File: config.mk
export PLATFORM = sky130hd
export DESIGN_NAME = odd_issue_ctrl
export DESIGN_NICKNAME = d
export VERILOG_FILES = /design/src/rtl/odd_pkg.sv /design/src/rtl/odd_scoreboard.sv /design/src/rtl/odd_issue_ctrl.sv
export SDC_FILE = /design/constraint.sdc
export NUM_CORES = 1
export LEC_CHECK = 0
export CAP_MARGIN = 20
export CORE_MARGIN = 8
export CORE_UTILIZATION = 55
export DETAILED_ROUTE_END_ITERATION = 6
export DONT_BUFFER_PORTS = 1
export PLACE_DENSITY = 0.73
export SYNTH_ARGS = -nofsm -noshare
export SYNTH_HDL_FRONTEND = slang
export SYNTH_SLANG_ARGS = --single-unit
File: constraint.sdc
create_clock -name clk -period 9.2 [get_ports clk]
set_input_delay 2.3 -clock clk [delete_from_list [all_inputs] [get_ports clk]]
set_output_delay 2.3 -clock clk [all_outputs]
set_load 0.01 [all_outputs]
File: src/rtl/odd_pkg.sv
// Shared types and constants for the odd-pipe issue controller.
// Latency: n/a (package only).
// Backpressure: n/a. ODD_ISSUE_FWD_EN selects forward-stage thresholds over register-file writeback.
package odd_pkg;

   // producer unit encoding as delivered by decode
   typedef enum logic [1:0] {
      UNIT_PERM  = 2'd0,
      UNIT_LS    = 2'd1,
      UNIT_BR    = 2'd2,
      UNIT_UNDEF = 2'd3
   } unit_e;

   // cycles from issue until each unit's result is forwardable
   localparam int PERM_LAT_DEF = 4;
   localparam int LS_LAT_DEF   = 6;
   localparam int BR_LAT_DEF   = 1;
   // age at which any result has reached the register file
   localparam int WB_AGE_DEF   = 7;

   // ages 0..7, age 0 being the issue register
   localparam int SB_DEPTH = 8;

`ifdef ODD_ISSUE_FWD_EN
   localparam bit FWD_EN = 1'b1;
`else
   localparam bit FWD_EN = 1'b0;
`endif

   typedef struct packed {
      logic        valid;
      logic        reg_write;
      logic [0:6]  rt_addr;
      unit_e       unit;
   } sb_entry_t;

endpackage

File: src/rtl/odd_scoreboard.sv
// 8-entry age scoreboard: shifts one age per cycle and flags RAW hazards on the presented sources.
// Latency: inserted entry is visible at age 0 after one edge; hazard is combinational.
// Backpressure: none inside; the caller withholds insertion while hazard is high.
module odd_scoreboard
   import odd_pkg::*;
#(
   parameter int PERM_LAT = PERM_LAT_DEF,
   parameter int LS_LAT   = LS_LAT_DEF,
   parameter int BR_LAT   = BR_LAT_DEF,
   parameter int WB_AGE   = WB_AGE_DEF
) (
   input  logic       clk,
   input  logic       rst,
   input  sb_entry_t  i_ins,
   input  logic       i_kill0,
   input  logic [0:6] i_ra,
   input  logic [0:6] i_rb,
   input  logic [0:6] i_rc,
   input  logic [2:0] i_use,
   output sb_entry_t  o_age0,
   output logic       o_hazard
);

   // without forwarding every consumer waits for register-file writeback
   localparam int THR_PERM = FWD_EN ? PERM_LAT : WB_AGE;
   localparam int THR_LS   = FWD_EN ? LS_LAT   : WB_AGE;
   localparam int THR_BR   = FWD_EN ? BR_LAT   : WB_AGE;

   sb_entry_t r_sb [SB_DEPTH];
   logic      w_hazard;

   function automatic int unit_thr(input unit_e u);
      int t;
      case (u)
         UNIT_LS: t = THR_LS;
         UNIT_BR: t = THR_BR;
         default: t = THR_PERM;   // Perm and the undefined encoding
      endcase
      return t;
   endfunction

   // age every entry by one; a flushed issue slot leaves as a bubble so it is never tracked
   always_ff @(posedge clk or posedge rst) begin
      if (rst) begin
         for (int a = 0; a < SB_DEPTH; a++) r_sb[a] <= '0;
      end else begin
         r_sb[0] <= i_ins;
         r_sb[1] <= r_sb[0];
         if (i_kill0) r_sb[1].valid <= 1'b0;
         for (int a = 2; a < SB_DEPTH; a++) r_sb[a] <= r_sb[a-1];
      end
   end

   // any live writer younger than its unit threshold blocks a used source with the same address
   always_comb begin
      w_hazard = 1'b0;
      for (int a = 0; a < SB_DEPTH; a++) begin
         if (r_sb[a].valid && r_sb[a].reg_write && (a < unit_thr(r_sb[a].unit))) begin
            if ((i_use[2] && (r_sb[a].rt_addr == i_ra)) ||
                (i_use[1] && (r_sb[a].rt_addr == i_rb)) ||
                (i_use[0] && (r_sb[a].rt_addr == i_rc)))
               w_hazard = 1'b1;
         end
      end
   end

   assign o_hazard = w_hazard;
   assign o_age0   = r_sb[0];

endmodule

File: src/rtl/odd_issue_ctrl.sv
// In-order odd-pipe issue controller: valid/ready intake, RAW stall via age scoreboard, flush squash.
// Latency: accepted instruction appears on iss_* one cycle later (registered).
// Backpressure: in_ready drops on hazard, flush or reset; ODD_ISSUE_FWD_EN enables forward thresholds.
module odd_issue_ctrl
   import odd_pkg::*;
#(
   parameter int PERM_LAT = PERM_LAT_DEF,
   parameter int LS_LAT   = LS_LAT_DEF,
   parameter int BR_LAT   = BR_LAT_DEF,
   parameter int WB_AGE   = WB_AGE_DEF
) (
   input  logic        clk,
   input  logic        reset,
   input  logic        in_valid,
   output logic        in_ready,
   input  logic [0:10] in_op,
   input  logic [2:0]  in_format,
   input  logic [1:0]  in_unit,
   input  logic [0:6]  in_rt_addr,
   input  logic        in_reg_write,
   input  logic [0:6]  in_ra_addr,
   input  logic [0:6]  in_rb_addr,
   input  logic [0:6]  in_rc_addr,
   input  logic [2:0]  in_src_use,
   input  logic [0:17] in_imm,
   input  logic [7:0]  in_pc,
   input  logic        in_first,
   input  logic        flush,
   output logic        iss_valid,
   output logic [0:10] iss_op,
   output logic [2:0]  iss_format,
   output logic [1:0]  iss_unit,
   output logic [0:6]  iss_rt_addr,
   output logic        iss_reg_write,
   output logic [0:17] iss_imm,
   output logic [7:0]  iss_pc,
   output logic        iss_first,
   output logic [15:0] stall_cnt
);

   logic        w_hazard;
   logic        w_accept;
   sb_entry_t   w_ins;
   sb_entry_t   w_age0;

   logic [0:10] r_op;
   logic [2:0]  r_format;
   logic [0:17] r_imm;
   logic [7:0]  r_pc;
   logic        r_first;
   logic [15:0] r_stall_cnt;

   assign in_ready = ~w_hazard & ~flush & ~reset;
   assign w_accept = in_valid & in_ready;

   // scoreboard insertion: the accepted instruction, or a bubble
   always_comb begin
      w_ins = '0;
      if (w_accept) begin
         w_ins.valid     = 1'b1;
         w_ins.reg_write = in_reg_write;
         w_ins.rt_addr   = in_rt_addr;
         w_ins.unit      = unit_e'(in_unit);
      end
   end

   odd_scoreboard #(
      .PERM_LAT (PERM_LAT),
      .LS_LAT   (LS_LAT),
      .BR_LAT   (BR_LAT),
      .WB_AGE   (WB_AGE)
   ) u_sb (
      .clk      (clk),
      .rst      (reset),
      .i_ins    (w_ins),
      .i_kill0  (flush),
      .i_ra     (in_ra_addr),
      .i_rb     (in_rb_addr),
      .i_rc     (in_rc_addr),
      .i_use    (in_src_use),
      .o_age0   (w_age0),
      .o_hazard (w_hazard)
   );

   // issue-stage payload: captured on accept, zeroed for a bubble
   always_ff @(posedge clk or posedge reset) begin
      if (reset) begin
         r_op     <= '0;
         r_format <= '0;
         r_imm    <= '0;
         r_pc     <= '0;
         r_first  <= 1'b0;
      end else if (w_accept) begin
         r_op     <= in_op;
         r_format <= in_format;
         r_imm    <= in_imm;
         r_pc     <= in_pc;
         r_first  <= in_first;
      end else begin
         r_op     <= '0;
         r_format <= '0;
         r_imm    <= '0;
         r_pc     <= '0;
         r_first  <= 1'b0;
      end
   end

   // count cycles lost to operand hazards; a flush cycle is not a stall
   always_ff @(posedge clk or posedge reset) begin
      if (reset)
         r_stall_cnt <= '0;
      else if (in_valid && w_hazard && !flush && (r_stall_cnt != 16'hFFFF))
         r_stall_cnt <= r_stall_cnt + 16'd1;
   end

   // the issue-register control fields live at scoreboard age 0
   assign iss_valid     = w_age0.valid;
   assign iss_reg_write = w_age0.valid & w_age0.reg_write;
   assign iss_rt_addr   = w_age0.rt_addr;
   assign iss_unit      = w_age0.unit;
   assign iss_op        = r_op;
   assign iss_format    = r_format;
   assign iss_imm       = r_imm;
   assign iss_pc        = r_pc;
   assign iss_first     = r_first;
   assign stall_cnt     = r_stall_cnt;

endmodule

==> metrics.md, run 1 <==
| Metric | Value |
|---|---|
| Outcome | `complete, no violations` |
| Seq cells post-synth | `roughly 120` |
| Adder-Cell Fraction of Synth Area | `0.00217` |
| Hold Violations, Final | `0` |
| Hold buffers post-CTS | `0` |
| Most frequent CP cell | `nand4_1` |
| Max_slew headroom | `0.601` |
| Antenna Nets Post-Route | `0` |
| Final Cycle Share | `0.730` |
| Comb power frac | `0.056` |
| Leading area contributor after synthesis | `dfrtp_1` |
| N_diodes | `0` |
| Crit path capture type | `output port` |
| Clk_skew | `approximately 0.012 ns` |
| Worst-path maximum fanout | `17` |
| Max Slew Vio Count | `0` |
| Critical path buffers and inverters | `0` |
| Sequential share of power | `0.426` |
| Router iterations before antenna repair | `4` |
| Mapped Nets | `~570` |
| Distinct cells, synth | `27` |
| Critical Path Slowest Stage Cell | `or3_1` |
| Routed Wire Length | `14.6 mm` |
| Simple-Gate Fraction of Synth Area | `0.159` |
| Max-cap violations | `0` |
| Worst Hold Slack | `0.374 ns` |
| Core Box Area | `10,200 um^2` |
| DRC | `0` |
| FF-to-FF Start | `u_sb.o_age0[4]$_DFF_PP0_` |
| Resized cells post-CTS | `0` |
| Setup TNS | `0 ns` |
| Post-synthesis mux area share | `0.00195` |
| First-pass GRT wire length | `23.0 mm` |
| Internal power | `between 0.0009 and 0.001 W` |
| Routability cong. | `between 0.9 and 1` |
| Largest delay share family, worst path | `simple AND/OR/NAND/NOR gates` |
| Largest family of logic cells by synthesized area | `XOR/XNOR gates` |
| Layout area overhead | `9.79%` |
| Worst-path cell chain | `xnor2_1, nand4_1, nor2_1, o31ai_1, nand4_1, or3_1, nor3_1` |
| Post-synthesis compound-gate area fraction | `0.0122` |
| CTS Sinks | `122` |
| Arrival time at the worst endpoint | `approximately 4.4 ns` |
| Die Wd | `~120 um` |
| Worst setup SP type | `input pin` |
| Worst slew pin tran | `slightly below 0.6 ns` |
| Average wire per standard cell | `between 20 and 25 um` |
| PortBufs | `0` |
| Fmax | `between 100 and 150 MHz` |
| Share of cells above drive strength 1 | `0.0798` |
| Row count | `37` |
| Final instance area | `around 6300 um^2` |
| H-Tree Depth | `4` |
| Hold path start | `u_sb.r_sb[42]$_DFF_PP0_` |
| Switching Fraction | `0.252` |
| Top cells by area, synth | `dfrtp_1 (53%), xnor2_1 (24%), and2_1 (5.8%), nand4_1 (4.8%), buf_4 (4.0%)` |
| Worst EP required | `a little under 7 ns` |
| Initial antenna violation count | `1` |
| HPWL after detailed placement | `~11 mm` |
| Synth Instances | `between 400 and 500` |
| Post-DP Area | `5680 um^2` |
| Largest net degree at the start of global routing | `85` |
| Sw Pwr | `0.000335 W` |
| Clock Latency Late Sink | `approximately 0.52 ns` |
| Pleak | `2.64 nW` |
| Num ports | `between 100 and 150` |
| Most common cell after layout, fill and taps aside | `xnor2_1` |
| Critical Path Max Stage Delay | `0.66 ns` |
| Most frequent cells in the layout | `xnor2_1 (158), dfrtp_1 (122), and2_1 (53)` |
| TritonCTS Buffers | `17` |
| Total grt overflow | `0` |
| Synth top area share | `0.530` |
| Sequential fraction of the synthesis area | `0.530` |
| Setup Buffers After CTS | `0` |
| Die area | `approximately 14,000 um^2` |
| Post-Syn Area | `between 5000 and 6000 um^2` |
| Clock transition at path regs | `around 0.060 ns` |
| Worst setup startpoint | `in_rc_addr[4]` |
| VDD IR max | `between 100 and 150 uV` |
| CTS Root Cell | `clkbuf_8` |
| Starting DRT DRC Count | `180` |
| HP Class | `reg2reg` |
| Clk buf depth | `2` |
| Initial Utilization | `0.563` |
| Final setup vio count | `0` |
| Synth Area in XOR/XNOR | `0.246` |
| RSZ-0062 raised after global routing | `no` |
| Power density cells | `approximately 210 nW/um^2` |
| Crit path time final | `approximately 6.7 ns` |
| Final nets | `between 500 and 600` |
| Vias in the first global route | `3,958` |
| Synth warn | `0` |
| Gr usage total | `0.216` |
| Clock power frac | `0.518` |
| Design Power | `between 0.001 and 0.0015 W` |
| Final core occ | `0.618` |
| CP Class | `in2out` |
| CTS tree | `yes` |
| Via density | `5.66` |
| Routed via count | `about 3,500` |
| Die Ht | `roughly 120 um` |
| Syn_area_per_cell | `approximately 12 um^2` |
worst paths after layout:
| kind | endpoint | slack (ns) | depth (start not counted) |
|---|---|---|---|
| setup / recovery | in_ready | 2.49 | 7 |
| hold / removal | u_sb.r_sb[31]$_DFF_PP0_ | 0.37 | 0 |
| setup reg to reg | iss_imm[1]$_DFF_PP0_ | 6.03 | 9 |
| hold reg to reg | u_sb.r_sb[31]$_DFF_PP0_ | 0.37 | 0 |
| max in group asynchronous | u_sb.r_sb[13]$_DFF_PP0_ | 6.43 | 3 |
| min in group asynchronous | stall_cnt[7]$_DFFE_PP0P_ | 1.67 | 1 |
cell families after synthesis:
| group | Yosys count |
|---|---|
| buffers and inverters | 42 |
| adder cells (fa/ha/maj) | 1 |
| AO/OA/AOI/OAI | 8 |
| AND/OR/NAND/NOR | 157 |
| flip-flops | 122 |
| multiplexers | 1 |
| XOR/XNOR | 162 |
power by group through the flow:
stage	Combinational (W)	Sequential, W	Clock (W)
final	0.0000742	0.000565	0.000686
after global routing	0.0000824	0.000567	0.000719
after CTS	0.0000735	0.000566	0.000697
after detailed placement	0.0000729	0.000575	0
after global placement	0.0000730	0.000575	0
after floorplan	0.0000793	0.000570	0
worst reg2reg max path, cell delays in order (launching register included):
cell and delay, ns:
dfrtp_1 0.52, xnor2_1 0.22, nand4_1 0.16, nor2_1 0.06, o31ai_1 0.54, nand4_1 0.15
or3_1 0.66, nor4_4 0.23, buf_4 0.36, and2_1 0.21
registers in the layout, summed over array words and instances (netlist names):
name and count:
iss_op 11, iss_pc 8, iss_first 1, u_sb.r_sb 54, iss_imm 18, u_sb.o_age0 11, iss_format 3, stall_cnt 16
cells in the mapped netlist:
master / n
xnor2_1: 158
dfrtp_1: 122
and2_1: 53
nand4_1: 44
buf_4: 31
nor2_1: 25
nand3_1: 14
and3_1: 10
clkbuf_2: 4
xor2_1: 4
and4_1: 3
clkbuf_1: 3
nand2_1: 3
o311ai_1: 3
inv_1: 2
nor2b_1: 2
o311ai_0: 2
a311oi_1: 1
buf_1: 1
buf_2: 1
ha_1: 1
mux2_2: 1
nor3_1: 1
nor4_4: 1
o311a_1: 1
o31ai_1: 1
or3_1: 1
per-layer routing:
metal	vias up	GRT usage	share of wire
li1	1577	-	-
met1	1747	0.252	0.39
met2	172	0.333	0.47
met3	38	0.0919	0.10
met4	2	0.115	0.036
met5	-	0	0.00089
cell type report:
class | instances | area [um^2]
Clock inverter | 15 | 200
Timing Repair Buffer | 4 | 50.0
Fill cell | 774 | 3910
Tap cell | 136 | 170
Inverter | 2 | 10.0
Sequential cell | 122 | 3050
Multi-Input combinational cell | 329 | 2430
Clock buffer | 17 | 414
stage by stage:
stage | instances | setup WS (ns)
detailed placement | 592 | 2.57
CTS | 624 | 2.55
floorplan | 493 | 2.85
finish | 625 | 2.49
global placement | 592 | 2.57
global route | 625 | 2.37
Note: power is estimated with default switching activity, not from simulation.
==> inputs of run 2 (changes only) <==
PLACE_DENSITY = 0.76   (was 0.73)
clock period = 5.5 ns   (was 9.2 ns; I/O delays follow)
==> run 2 against run 1 <==
  * Sequential power up 67%
  * Highest routed layer is now met4
  * Core utilization shrank 0.23 points
  * Die area unchanged
  * Non-clock buffer count stayed put
  * Global-route usage fell by 1.3 points
  * Critical endpoint unchanged
  * Critical path depth is the same
  * Cell count stayed put
==> metrics.md, run 2 (synthesis results as in run 1) <==
| Metric | Value |
|---|---|
| Outcome | `complete, no violations` |
| Routability cong. | `0.942 (-3.0%)` |
| First-pass GRT wire length | `21.7 mm (-5.6%)` |
| Via density | `5.64 (-0.40%)` |
| Worst Hold Slack | `0.377 ns (+0.00292 ns)` |
| Core Box Area | `10,200 um^2 (unchanged)` |
| Max_slew headroom | `0.588 (-0.0127)` |
| CTS Root Cell | `clkbuf_8` |
| Post-Place Cells | `592 (unchanged)` |
| Pleak | `2.63 nW (-0.52%)` |
| Hold Violations, Final | `0 (unchanged)` |
| Fill count | `782 (+1.0%)` |
| HPWL after detailed placement | `10.5 mm (-2.3%)` |
| CP Class | `in2out` |
| Vias in the first global route | `3,968 (+0.25%)` |
| Crit path time final | `about 4.6 ns` |
| Gr usage total | `0.202 (-0.0135)` |
| Crit path capture type | `output port` |
| VDD IR max | `228 uV (+63%)` |
| Max Slew Vio Count | `0 (unchanged)` |
| Initial antenna violation count | `0 (-1)` |
| Num ports | `148 (unchanged)` |
| Largest register FFs | `54 (unchanged)` |
| Arrival time at the worst endpoint | `3.27 ns (-1.14 ns)` |
| Hold buffers post-CTS | `0 (unchanged)` |
| Clock transition at path regs | `0.06 ns (about the same)` |
| Final Cycle Share | `0.845` |
| Worst slew pin tran | `0.618 ns (+0.0241 ns)` |
| Fmax | `around 220 MHz` |
| HP Class | `reg2reg` |
| Die Ht | `118 um (unchanged)` |
| Resized cells post-CTS | `0 (unchanged)` |
| Final nets | `556 (unchanged)` |
| Total grt overflow | `0 (unchanged)` |
| Most common cell after layout, fill and taps aside | `xnor2_1` |
| Clk buf depth | `2 (unchanged)` |
| Largest net degree at the start of global routing | `89 (+4.7%)` |
| RSZ-0062 raised after global routing | `no` |
| Final setup vio count | `0 (unchanged)` |
| Clock Latency Late Sink | `0.51 ns (about the same)` |
| TritonCTS Buffers | `17 (unchanged)` |
| Most frequent cells in the layout | `xnor2_1 (158), dfrtp_1 (122), and2_1 (53)` |
| Routed Wire Length | `14.0 mm (-4.2%)` |
| Worst setup SP type | `input pin` |
| Design Power | `0.00217 W (+64%)` |
| CTS Sinks | `122 (unchanged)` |
| Setup Buffers After CTS | `0 (unchanged)` |
| Router iterations before antenna repair | `4 (unchanged)` |
| Power density cells | `344 nW/um^2 (+64%)` |
| Worst EP required | `4.12 ns (-2.78 ns)` |
| DRC | `0 (unchanged)` |
| N_diodes | `0 (unchanged)` |
| CTS tree | `yes` |
| Starting DRT DRC Count | `186 (+3.3%)` |
| Antenna Nets Post-Route | `0 (unchanged)` |
| Fin cells | `625 (unchanged)` |
| Die Wd | `118 um (unchanged)` |
| Average wire per standard cell | `22.3 um (-4.2%)` |
| Worst-path maximum fanout | `17 (unchanged)` |
| Initial Utilization | `0.563 (unchanged)` |
| Clk_skew | `0.0111 ns (-0.000598 ns)` |
| Most flops, register | `u_sb.r_sb` |
| Setup TNS | `0 ns (unchanged)` |
| Max-cap violations | `0 (unchanged)` |
| Row count | `37 (unchanged)` |
| Die area | `14,000 um^2 (unchanged)` |
| Share of cells above drive strength 1 | `0.0798 (unchanged)` |
| PortBufs | `0 (unchanged)` |
| Routed via count | `3,522 (-0.40%)` |
| Layout area overhead | `9.38%` |
| H-Tree Depth | `4 (unchanged)` |
[run 2: cell types whose count changed in the layout (fill, tap and decap cells not counted), sizes merged]
| cell | delta |
|---|---|
| clkinv | -2 |
| clkinvlp | +1 |
| inv | +1 |
[run 2: routing by layer]
layer | wire [um] | share of wire | GRT usage
met1 | 5230 | 0.37 | 0.219
met2 | 7180 | 0.51 | 0.340
met3 | 1220 | 0.087 | 0.0838
met4 | 334 | 0.024 | 0.0953
met5 | 0 | 0 | 0
[run 2: power breakdown]
group	total [W]	internal [W]	switching, W
Combinational	0.000121	0.0000669	0.0000544
Sequential	0.000945	0.000918	0.0000276
Clock	0.00110	0.000662	0.000440
[run 2: worst paths after layout]
path / startpoint / end / slack [ns] / cells after the start
max: in_rc_addr[5] / in_ready / 0.85 / 7
max in group asynchronous: reset / iss_imm[5]$_DFF_PP0_ / 3.77 / 3
max reg2reg: u_sb.o_age0[8]$_DFF_PP0_ / iss_pc[5]$_DFF_PP0_ / 2.58 / 9
min in group asynchronous: reset / stall_cnt[2]$_DFFE_PP0P_ / 0.66 / 1
min reg2reg: u_sb.r_sb[42]$_DFF_PP0_ / u_sb.r_sb[31]$_DFF_PP0_ / 0.38 / 0
min: u_sb.r_sb[42]$_DFF_PP0_ / u_sb.r_sb[31]$_DFF_PP0_ / 0.38 / 0
[run 2: critical path, cell delays in order]
cell and delay [ns]:
xnor2_1 0.11, nand4_1 0.12, nor2_1 0.05, o31ai_1 0.41, nand4_1 0.14, or3_1 0.67
nor3_1 0.40
[run 2: layout make-up]
cell class	instances	area [um^2]	share of cell area
inverter	2	10.0	0.00159
multi-input combinational	329	2430	0.385
sequential	122	3050	0.484
tap	136	170	0.0270
clock inverter	15	176	0.0280
clock buffer	17	414	0.0657
timing repair buffer	4	50.0	0.00794
[run 2: stage by stage]
step            util  setup slack [ns]  area [um^2]
2_1_floorplan      -             0.882         5760
3_3_place_gp   0.556             0.810         5680
3_5_place_dp   0.556             0.846         5680
4_1_cts        0.613             0.845         6270
5_1_grt        0.616             0.699         6300
6_report       0.616             0.854         6300
